===== config.mk =====
export PLATFORM = sky130hd
export DESIGN_NAME = multicycle_control
export DESIGN_NICKNAME = d
export VERILOG_FILES = /design/src/rtl/multicycle_control.sv
export SDC_FILE = /design/constraint.sdc
export NUM_CORES = 1
export LEC_CHECK = 0
export CORE_UTILIZATION = 51
export CTS_CLUSTER_SIZE = 20
export DETAILED_ROUTE_END_ITERATION = 8
export PLACE_DENSITY_LB_ADDON = 0.3
export SLEW_MARGIN = 10
export SYNTH_ARGS = -nofsm -noshare
export SYNTH_HDL_FRONTEND = slang
export SYNTH_SLANG_ARGS = --single-unit
export TNS_END_PERCENT = 30

===== constraint.sdc =====
create_clock -name Clk -period 4.75 [get_ports Clk]
set_input_delay 0.7125 -clock Clk [delete_from_list [all_inputs] [get_ports Clk]]
set_output_delay 0.7125 -clock Clk [all_outputs]
set_load 0.05 [all_outputs]

===== src/rtl/multicycle_control.sv =====
// Multi-cycle control FSM: sequences FETCH/DECODE/EXEC/MEM/WB,
// waits on data-memory ready with timeout, HALT status and retire counter.
module multicycle_control #(
   parameter int OPWIDTH   = 3,
   parameter int MCODEBITS = 4,
   parameter int TIMEOUT   = 15,
   parameter int CNTW      = 16
) (
   input  logic                 Clk,
   input  logic                 Reset_n,
   input  logic                 Start,
   input  logic [MCODEBITS-1:0] instr,
   input  logic                 Zero,
   input  logic                 mem_ready,
   output logic                 IRWrite,
   output logic                 PCWrite,
   output logic                 PCSrc,
   output logic                 Branch,
   output logic                 MemtoReg,
   output logic                 MemRead,
   output logic                 MemWrite,
   output logic                 ALUSrc,
   output logic                 RegWrite,
   output logic [OPWIDTH-1:0]   ALUOp,
   output logic                 Done,
   output logic                 Err,
   output logic [CNTW-1:0]      InstrCount,
   output logic [2:0]           State
);

   localparam int TW = $clog2(TIMEOUT + 1);

   typedef enum logic [2:0] {
      S_IDLE   = 3'd0,
      S_FETCH  = 3'd1,
      S_DECODE = 3'd2,
      S_EXEC   = 3'd3,
      S_MEM    = 3'd4,
      S_WB     = 3'd5,
      S_HALT   = 3'd6
   } state_t;

   state_t          r_state;
   logic [3:0]      r_op;
   logic [TW-1:0]   r_wait;
   logic            r_err;
   logic [CNTW-1:0] r_cnt;

   logic [3:0] w_op;
   logic       w_load;
   logic       w_store;
   logic       w_mem;
   logic       w_biz;
   logic       w_retire;

   assign w_op    = instr[MCODEBITS-1 -: 4];
   assign w_load  = (r_op == 4'b0110);
   assign w_store = (r_op == 4'b0111);
   assign w_mem   = (r_op[3:1] == 3'b011);
   assign w_biz   = (r_op[3:1] == 3'b101);

   assign w_retire = ((r_state == S_EXEC) && w_biz)
                   || ((r_state == S_MEM) && mem_ready && w_store)
                   || (r_state == S_WB);

   always_ff @(posedge Clk or negedge Reset_n) begin
      if (!Reset_n) begin
         r_state <= S_IDLE;
         r_op    <= 4'd0;
         r_wait  <= '0;
         r_err   <= 1'b0;
         r_cnt   <= '0;
      end else begin
         if (w_retire && (r_cnt != {CNTW{1'b1}}))
            r_cnt <= r_cnt + 1'b1;
         case (r_state)
            S_IDLE: if (Start) r_state <= S_FETCH;
            S_FETCH: r_state <= S_DECODE;
            S_DECODE: begin
               r_op    <= w_op;
               r_state <= (w_op == 4'b0101) ? S_HALT : S_EXEC;
            end
            S_EXEC: begin
               r_wait <= '0;
               if (w_mem)      r_state <= S_MEM;
               else if (w_biz) r_state <= S_FETCH;
               else            r_state <= S_WB;
            end
            S_MEM: begin
               // ready wins over a timeout reached in the same cycle
               if (mem_ready) begin
                  r_state <= w_store ? S_FETCH : S_WB;
               end else if (r_wait == TW'(TIMEOUT)) begin
                  r_err   <= 1'b1;
                  r_state <= S_HALT;
               end else begin
                  r_wait <= r_wait + 1'b1;
               end
            end
            S_WB: r_state <= S_FETCH;
            S_HALT: begin
               if (Start) begin
                  r_err   <= 1'b0;
                  r_state <= S_FETCH;
               end
            end
            default: r_state <= S_IDLE;
         endcase
      end
   end

   always_comb begin
      IRWrite  = 1'b0;
      PCWrite  = 1'b0;
      PCSrc    = 1'b0;
      Branch   = 1'b0;
      MemtoReg = 1'b0;
      MemRead  = 1'b0;
      MemWrite = 1'b0;
      ALUSrc   = 1'b0;
      RegWrite = 1'b0;
      ALUOp    = '0;
      case (r_state)
         S_FETCH: IRWrite = 1'b1;
         S_EXEC: begin
            unique case (1'b1)
               w_biz: begin
                  Branch  = 1'b1;
                  PCWrite = 1'b1;
                  PCSrc   = Zero;
                  ALUOp   = OPWIDTH'(3'b111);
               end
               w_mem: ALUOp = OPWIDTH'(3'b111);
               (r_op[3:1] == 3'b110): ALUSrc = 1'b1;
               (r_op[3:1] == 3'b111): begin
                  ALUOp  = OPWIDTH'(3'b110);
                  ALUSrc = 1'b1;
               end
               (r_op[3:1] == 3'b100): ALUOp = OPWIDTH'(3'b101);
               default: ALUOp = OPWIDTH'(r_op[2:0]);
            endcase
         end
         S_MEM: begin
            MemRead  = w_load;
            MemWrite = w_store;
            PCWrite  = w_store && mem_ready;
         end
         S_WB: begin
            RegWrite = 1'b1;
            MemtoReg = w_load;
            PCWrite  = 1'b1;
         end
         default: ;
      endcase
   end

   assign Done       = (r_state == S_HALT) && !r_err;
   assign Err        = (r_state == S_HALT) && r_err;
   assign InstrCount = r_cnt;
   assign State      = r_state;

endmodule


==> metrics.cfg <==
[place]
gp_congestion = 0.776
dp_cells = 220
port_buffers = 41
hpwl_mm = 2.39
pre_cts_slack_ps = 1430
place_area_um2 = 1950

[pwr]
ir_drop_mv = 0.486
switchingPower_mw = 0.544
power.share.clock_pct = 10.4
p_sw_share_pct = 48.8
power_mw = 1.12
p_leak_nw = 0.843
internal_power_mw = 0.571
p_seq_share_pct = 37.1
comb_power_share_pct = 52.5
p_per_area_nw_per_um2 = 562

[die]
die_x_um = 56.4
core_area_um2 = 2780
initial_core_util_pct = 54.2
num_io_pins = 42
dieArea_um2 = 3180
die_h_um = 56.4
core.rowCount = 19

[detailed_routing]
vias = 1302
wire_per_inst_um = 14.5
drt_pass1_iterations = 4
totalWireLength_mm = 3.25
drt.antenna.violating_nets = 0
drc = 0
drtIter0Drc = 53
vias_per_cell = 5.81

[setup_path]
critPathCaptureType = output port
path_max_fanout = 5
start_kind = input port
rrSetupSlack_ps = 2670
critPathKind = input port to output port
critPathRequiredTime_ps = 4040
arrival_ps = 2650

[clocking]
cts_tree = done
h-tree-depth = 1
numCtsBuffers = 3
ctsResizeCount = 0
hold_buffers = 0
clk_path_buf_depth = 2
numClockSinks = 28
clkLatencyLatePin_ps = 320
cts_root_buf = clkbuf_4
postCtsSetupBuffers = 0
clk_pin_slew_ps = 150

[sta]
slew_violations = 0
fin_tns_setup_ps = 0
fmax_mhz = 297
setup_viol = 0
hold_slack_ps = 494
fin_ws_ps = 1390
fin_crit_ps = 3360
grt_setup_unrepaired = no
worst_slew_pin_slew_ps = 505
skew_ps = 4.59
relSlewSlack_pct = 66.3
period_share_pct = 70.8
hold_violations = 0

[global_routing]
grt_pass1_vias = 1307
antenna_found_initial = 0
grt_first_pass_wirelength_mm = 5.80
grt_usage_pct = 22.9
grt.overflow.total = 0
grt_start_max_net_pins = 29

[status]
status = finished, final reports clean

[synth]
synthDistinctLibCells = 37
synth_fp_nets = 162
ys_ff_latch = 28
syn-instance-count = 151
netlist_area_um2 = 1510
ys_seq_area_share_pct = 46.5
syn_area_per_cell_um2 = 9.98
yosysWarnings = 0

[layout]
most-common-layout-cells = clkdlybuf4s50_1 (41), dfrtp_1 (28), nand2_1 (14), xnor2_1 (14)
drive_above_1_share_pct = 7.77
stdcell_area_um2 = 1980
final-instance-count-excl-fill = 224
n_fill_cell = 216
utilization_pct = 71.3
fin_nets = 205
areaGrowthSynthToFinish_pct = 31.6
final_common_cell = clkdlybuf4s50_1
antenna_cells = 0

[worst_hold_path]
hold_class = flop to flop

[run]
max_cap_viol_count = 0

-- state kept, by name, summed over array words and instances (netlist names) --
register    cells
r_op            4
r_err           1
r_wait          4
State           3
InstrCount     16
-- path summary, 6_finish.rpt --
kind | startpoint | endpoint | depth (start not counted)
max | mem_ready | PCWrite | 5
min | InstrCount[13] | InstrCount[13] | 1
max reg2reg | State[1] | InstrCount[1] | 4
min reg2reg | InstrCount[13] | InstrCount[13] | 1
max in group asynchronous | Reset_n | InstrCount[10] | 2
min in group asynchronous | Reset_n | State[1] | 2
-- power by group through the flow --
stage | Clock (mW) | Sequential [mW] | Combinational (mW)
floorplan | 0 | 0.480 | 0.336
global placement | 0 | 0.408 | 0.574
detailed placement | 0 | 0.415 | 0.585
CTS | 0.120 | 0.410 | 0.588
global route | 0.127 | 0.426 | 0.628
finish | 0.116 | 0.414 | 0.586
-- synth_stat cells --
cell type   n  area (µm²)
o22ai_1     2        12.5
clkbuf_1    2        7.51
a2bb2oi_1   1        8.76
and2_1      4        25.0
a21o_1      1        7.51
buf_2       1        5.00
nor3_1      3        15.0
nor3b_1     2        15.0
nor2b_1     3        18.8
o21ai_0     5        25.0
o21ai_2     1        8.76
nand4_1    10        62.6
nand3b_1    3        22.5
nand2_2     1        6.26
and4_1      1        8.76
nor4_1      1        6.26
buf_1       1        3.75
mux2i_1     1        10.0
nor2_1     11        41.3
a22oi_2     1        12.5
nand4bb_1   1        11.3
a21oi_1     4        20.0
o31ai_1     1        7.51
nand2_1    14        52.6
nand3_1     6        30.0
a211o_1     1        8.76
xnor2_1    14         123
a31oi_1     1        6.26
ha_1        2        25.0
a211oi_2    1        12.5
or3b_4      1        11.3
xor2_1      1        8.76
or3_1       1        6.26
and3_1     11        68.8
and3b_1     4        35.0
dfrtp_1    28         701
mux2_2      5        56.3
-- critical path: stages --
cell             delay (ps)
clkdlybuf4s50_1         590
nor2b_1                 210
nand4_1                 190
nand2_1                 150
clkdlybuf4s50_1         810
-- cell type report --
cell class,instances,area [µm²],area share [%]
Clock buffer,4,36.3,1.83
Multi-Input combinational cell,119,790,39.8
Timing Repair Buffer,42,418,21.1
Sequential cell,28,701,35.3
Tap cell,31,38.8,1.96
-- per-layer routing --
metal | global-route usage (%) | routed length (µm) | vias up | share of wire (%)
met5 | 0 | 0 | - | 0
met4 | 7.32 | 19 | 0 | 0.59
met2 | 38.9 | 1620 | 39 | 50
li1 | - | - | 633 | -
met1 | 30.3 | 1450 | 626 | 45
met3 | 3.00 | 151 | 4 | 4.7
-- kinds of logic (layout without fill, tap and decap cells) --
kind of cell / count (synthesis) / in the layout / share of synthesized area, %
buf+inv: 4 / 46 / 1.08
mux: 6 / 6 / 4.40
compound gates: 19 / 19 / 8.64
simple gates: 77 / 77 / 29.0
xor+xnor: 15 / 15 / 8.72
fa+ha+maj: 2 / 2 / 1.66
flops: 28 / 28 / 46.5
No activity file was read; power rests on OpenSTA's default activity.
